`src/rtl/bram_stream_reader.sv`:
```
// Read-side sequencer for a 1-cycle-latency block RAM. It turns a (base, count)
// command into consecutive reads and replays the words as a valid/ready stream.
module bram_stream_reader #(
  parameter int DATA_WIDTH    = 16,
  parameter int ADDRESS_WIDTH = 11,
  parameter int FIFO_DEPTH    = 4
) (
  input  logic                     clock,
  input  logic                     reset,
  input  logic                     cmd_valid,
  output logic                     cmd_ready,
  input  logic [ADDRESS_WIDTH-1:0] cmd_base,
  input  logic [ADDRESS_WIDTH:0]   cmd_count,
  output logic [ADDRESS_WIDTH-1:0] raddr,
  input  logic [DATA_WIDTH-1:0]    rdata,
  output logic                     out_valid,
  input  logic                     out_ready,
  output logic [DATA_WIDTH-1:0]    out_data,
  output logic                     out_last,
  output logic                     busy
);

  localparam int PTR_W = (FIFO_DEPTH > 1) ? $clog2(FIFO_DEPTH) : 1;
  localparam int CNT_W = $clog2(FIFO_DEPTH + 1);
  localparam logic [PTR_W-1:0] LAST_IDX = PTR_W'(FIFO_DEPTH - 1);
  localparam logic [CNT_W:0]   ISSUE_LIMIT = (CNT_W + 1)'(FIFO_DEPTH - 1);

  typedef enum logic [1:0] {
    S_IDLE  = 2'd0,
    S_ISSUE = 2'd1,
    S_DRAIN = 2'd2
  } state_t;

  state_t state_q, state_d;

  logic [ADDRESS_WIDTH-1:0] raddr_q;
  logic [ADDRESS_WIDTH:0]   remain_q;

  // Two-stage in-flight tags: stage 1 = address on the RAM port, stage 2 = rdata valid.
  logic v1_q, l1_q, v2_q, l2_q;

  logic [DATA_WIDTH-1:0] fifo_data_q [FIFO_DEPTH];
  logic                  fifo_last_q [FIFO_DEPTH];
  logic [PTR_W-1:0]      wr_ptr_q, rd_ptr_q;
  logic [CNT_W-1:0]      fifo_cnt_q;

  logic             accept, accept_issue, run_issue, do_issue, issue_last;
  logic             issue_permit, push, pop, drain_done;
  logic [1:0]       inflight;
  logic [CNT_W:0]   pending;

  always_comb begin
    inflight     = {1'b0, v1_q} + {1'b0, v2_q};
    pending      = {1'b0, fifo_cnt_q} + (CNT_W + 1)'(inflight);
    issue_permit = (pending <= ISSUE_LIMIT);
    out_valid    = (fifo_cnt_q != '0);
    push         = v2_q;
    pop          = out_valid && out_ready;
    accept       = cmd_valid && cmd_ready;
    accept_issue = accept && (cmd_count != '0);
    issue_last   = accept_issue ? (cmd_count == (ADDRESS_WIDTH + 1)'(1))
                                : (remain_q == (ADDRESS_WIDTH + 1)'(1));
    drain_done   = !v1_q && !v2_q &&
                   ((fifo_cnt_q == '0) || ((fifo_cnt_q == CNT_W'(1)) && pop));
  end

  always_ff @(posedge clock) begin
    if (reset) begin
      state_q <= S_IDLE;
    end else begin
      state_q <= state_d;
    end
  end

  always_comb begin
    state_d = state_q;
    case (state_q)
      S_IDLE: begin
        if (accept_issue) begin
          state_d = issue_last ? S_DRAIN : S_ISSUE;
        end
      end
      S_ISSUE: begin
        if (run_issue && issue_last) begin
          state_d = S_DRAIN;
        end
      end
      S_DRAIN: begin
        if (drain_done) begin
          state_d = S_IDLE;
        end
      end
      default: state_d = S_IDLE;
    endcase
  end

  // The accepting edge is itself the first issue, so cmd_base is on raddr one cycle later.
  always_comb begin
    cmd_ready = (state_q == S_IDLE);
    busy      = (state_q != S_IDLE);
    run_issue = (state_q == S_ISSUE) && issue_permit;
    do_issue  = accept_issue || run_issue;
  end

  always_ff @(posedge clock) begin
    if (reset) begin
      raddr_q  <= '0;
      remain_q <= '0;
      v1_q     <= 1'b0;
      l1_q     <= 1'b0;
      v2_q     <= 1'b0;
      l2_q     <= 1'b0;
    end else begin
      if (do_issue) begin
        raddr_q <= accept_issue ? cmd_base : raddr_q + 1'b1;
      end
      if (accept_issue) begin
        remain_q <= cmd_count - 1'b1;
      end else if (run_issue) begin
        remain_q <= remain_q - 1'b1;
      end
      v1_q <= do_issue;
      l1_q <= do_issue && issue_last;
      v2_q <= v1_q;
      l2_q <= l1_q;
    end
  end

  always_ff @(posedge clock) begin
    if (push) begin
      fifo_data_q[wr_ptr_q] <= rdata;
      fifo_last_q[wr_ptr_q] <= l2_q;
    end
  end

  always_ff @(posedge clock) begin
    if (reset) begin
      wr_ptr_q   <= '0;
      rd_ptr_q   <= '0;
      fifo_cnt_q <= '0;
    end else begin
      if (push) begin
        wr_ptr_q <= (wr_ptr_q == LAST_IDX) ? '0 : wr_ptr_q + 1'b1;
      end
      if (pop) begin
        rd_ptr_q <= (rd_ptr_q == LAST_IDX) ? '0 : rd_ptr_q + 1'b1;
      end
      case ({push, pop})
        2'b10:   fifo_cnt_q <= fifo_cnt_q + 1'b1;
        2'b01:   fifo_cnt_q <= fifo_cnt_q - 1'b1;
        default: fifo_cnt_q <= fifo_cnt_q;
      endcase
    end
  end

  // Head is masked while empty so stale storage never appears on the stream.
  always_comb begin
    raddr    = raddr_q;
    out_data = out_valid ? fifo_data_q[rd_ptr_q] : '0;
    out_last = out_valid ? fifo_last_q[rd_ptr_q] : 1'b0;
  end

endmodule

```
`config.mk`:
```
export PLATFORM = sky130hd
export DESIGN_NAME = bram_stream_reader
export DESIGN_NICKNAME = d
export VERILOG_FILES = /design/src/rtl/bram_stream_reader.sv
export SDC_FILE = /design/constraint.sdc
export NUM_CORES = 1
export LEC_CHECK = 0
export CORE_MARGIN = 2
export CORE_UTILIZATION = 58
export DETAILED_ROUTE_END_ITERATION = 10
export GPL_ROUTABILITY_DRIVEN = 0
export MAX_ROUTING_LAYER = met4
export PLACE_DENSITY_LB_ADDON = 0.25
export SLEW_MARGIN = 20
export SYNTH_ARGS = -nofsm -noshare
export SYNTH_HDL_FRONTEND = slang
export SYNTH_SLANG_ARGS = --single-unit
```
`constraint.sdc`:
```
create_clock -name clock -period 4.7 [get_ports clock]
set_clock_uncertainty 0.2 [all_clocks]
set_input_delay 0.705 -clock clock [delete_from_list [all_inputs] [get_ports clock]]
set_output_delay 0.705 -clock clock [all_outputs]
set_load 0.1 [all_outputs]
```
==> flow_summary.json <==
{
  "hold_violations": 0,
  "syn_nets": 423,
  "vias": 3111,
  "cp_max_fo": 19,
  "cts_resized": 0,
  "yosysWarnings": 0,
  "drc": 0,
  "drive_above_1_share": 0.114,
  "clockPowerShare": 0.168,
  "cp.arrival_ps": 3000,
  "diodes": 0,
  "wl_per_cell_um": 16.6,
  "syn_area_per_cell_um2": 13.2,
  "period_needed_ps": 3900,
  "tightest_slew_ps": 982,
  "worst_hold_slack_ps": 260,
  "core_area_um2": 8130,
  "drt_pre_antenna_iters": 4,
  "crit_start": "fifo_cnt_q[1]$_SDFFE_PP0P_",
  "crit_type": "reg2out",
  "syn_inst": 363,
  "synthArstFlopShare": 0,
  "p_seq_frac": 0.366,
  "hp-class": "reg2reg",
  "p_leak_uw": 0.00196,
  "fin_nets": 493,
  "fp.dieW_um": 95.1,
  "max_freq_ghz": 0.256,
  "worstPathRequired_ps": 3800,
  "ctsHtreeMaxLevel": 3,
  "finalCritPeriodShare": 0.830,
  "place_inst": 527,
  "setup_violations": 0,
  "ant_nets": 0,
  "synth.top_cell.area_share": 0.425,
  "fp-row-count": 33,
  "fin_tns_setup_ps": 0,
  "cts_hold_buf": 0,
  "synth_area_um2": 4810,
  "slew_headroom": 0.343,
  "wirelength_um": 9020,
  "rsz0062_at_grt": "no",
  "vias_per_cell": 5.73,
  "rr_startpoint": "fifo_cnt_q[1]$_SDFFE_PP0P_",
  "synthDistinctLibCells": 54,
  "cts_tree": "done",
  "path_clk_slew_ps": 100,
  "p_per_area_nw_per_um2": 518,
  "drtIter0Drc": 130,
  "internal-power_uw": 1640,
  "synthTopCellsByCount": "edfxtp_1, dfxtp_1, nor2_1",
  "grt_pass1_wl_um": 14800,
  "grt_remaining_overflow": 0,
  "yosysTopAreaCell": "edfxtp_1",
  "nFillCells": 550,
  "min_from": "l1_q$_SDFF_PP0_",
  "die-height_um": 95.1,
  "final_max_slew_viol_count": 0,
  "grt_pass1_vias": 3124,
  "grt_max_degree": 39,
  "ys.flop_type": "edfxtp_1",
  "track_usage": 0.222,
  "ys_seq_elements": 106,
  "die_area_um2": 9030,
  "io_pins": 74,
  "max-vdd-ir-drop_mv": 0.242,
  "cts_buffers": 9,
  "synthTopCellsByArea": "edfxtp_1, dfxtp_1, mux4_2",
  "setup_ws_ps": 797,
  "cts.sinks": 106,
  "crit_chain": "inv_1 -> ha_1 -> nand2b_1 -> and2_1 -> clkdlybuf4s50_1",
  "clk_path_buf_depth": 2,
  "stdcell_count": 543,
  "drv_cap": 0,
  "post-place-ws_ps": 1130,
  "min_path_cells": 1,
  "ff2ff_path_depth": 8,
  "syn2layout_area_growth_pct": 20.2,
  "io_buffers": 73,
  "power_frac_comb": 0.467,
  "postCtsSetupRepairBufs": 0,
  "synth_edf_count": 68,
  "synth.most_common_cell": "edfxtp_1",
  "start_kind": "flip-flop",
  "start_util": 0.591,
  "critPathCaptureType": "output port",
  "clk_latency_ps": 360,
  "max_stage_delay_ps": 1140,
  "root_buffer": "clkbuf_8",
  "swShare": 0.452,
  "slowest_stage": "clkdlybuf4s50_1",
  "hpwl_um": 6390,
  "ys_seq_area_frac": 0.583,
  "antenna_found_initial": 0,
  "switchingPower_uw": 1350,
  "status": "finished clean"
}
worst max-delay path, delay by kind of cell, from the launching register on:
family	cells	cell delay, ps
adder cells (fa/ha/maj)	1	220
flip-flops	1	420
AND/OR/NAND/NOR	2	730
buffers and inverters	2	1290
cells in the final DEF, fill, tap and decap left out, drive strengths merged, types with 11 or more instances in the layout:
| cell type | instances |
|---|---|
| edfxtp | 68 |
| clkdlybuf4s50 | 73 |
| and2 | 21 |
| mux4 | 17 |
| ha | 17 |
| nor3 | 12 |
| inv | 17 |
| a21oi | 16 |
| nor2 | 30 |
| nand3 | 11 |
| dfxtp | 38 |
per-layer routing:
layer	GRT usage	wire length, um	vias up
met3	0.0316	298	9
met1	0.273	3830	1511
met5	-	0	-
met2	0.377	4770	79
li1	-	-	1512
met4	0.0809	118	0
stage by stage:
| step | instance area, um^2 | util | power (uW) |
|---|---|---|---|
| after floorplan | 4810 | - | 2200 |
| after global placement | 5600 | 0.689 | 2500 |
| after detailed placement | 5600 | 0.689 | 2520 |
| after CTS | 5780 | 0.711 | 3010 |
| after global routing | 5780 | 0.711 | 3130 |
| final | 5780 | 0.711 | 2990 |
area by class of cell:
type,instances,area [um^2],area share
tap,105,131,0.0227
timing repair buffer,76,753,0.130
inverter,15,56.3,0.00974
clock inverter,6,50.0,0.00866
clock buffer,10,128,0.0221
multi-input combinational,225,1860,0.321
sequential,106,2800,0.485
kinds of logic after synthesis:
group	share of synthesized area
adder cells (fa/ha/maj)	0.0442
buffers and inverters	0.0307
multiplexers	0.0859
AND/OR/NAND/NOR	0.129
flip-flops	0.583
XOR/XNOR	0.0364
AO/OA/AOI/OAI	0.0913
power groups by stage:
| stage | combinational, uW | clock, uW | sequential [uW] |
|---|---|---|---|
| after detailed placement | 1400 | 0 | 1120 |
| after CTS | 1410 | 510 | 1090 |
| after floorplan | 1040 | 0 | 1160 |
| final | 1400 | 502 | 1090 |
| after global placement | 1390 | 0 | 1110 |
| after global routing | 1480 | 548 | 1100 |
sequential cells by signal, indices dropped and copies added (netlist names), named ones only:
name / cells
remain_q: 12
fifo_cnt_q: 3
l1_q: 1
rd_ptr_q: 2
fifo_last_q: 4
fifo_data_q: 64
state_q: 2
wr_ptr_q: 2
raddr: 11
push: 1
l2_q: 1
v1_q: 1
final timing paths:
check        slack [ps]                    endpoint
max reg2reg        2040  fifo_cnt_q[2]$_SDFFE_PP0P_
min                 260             l2_q$_SDFF_PP0_
min reg2reg         260             l2_q$_SDFF_PP0_
max                 800                 out_data[3]
Power figures use the tool's default switching activity.
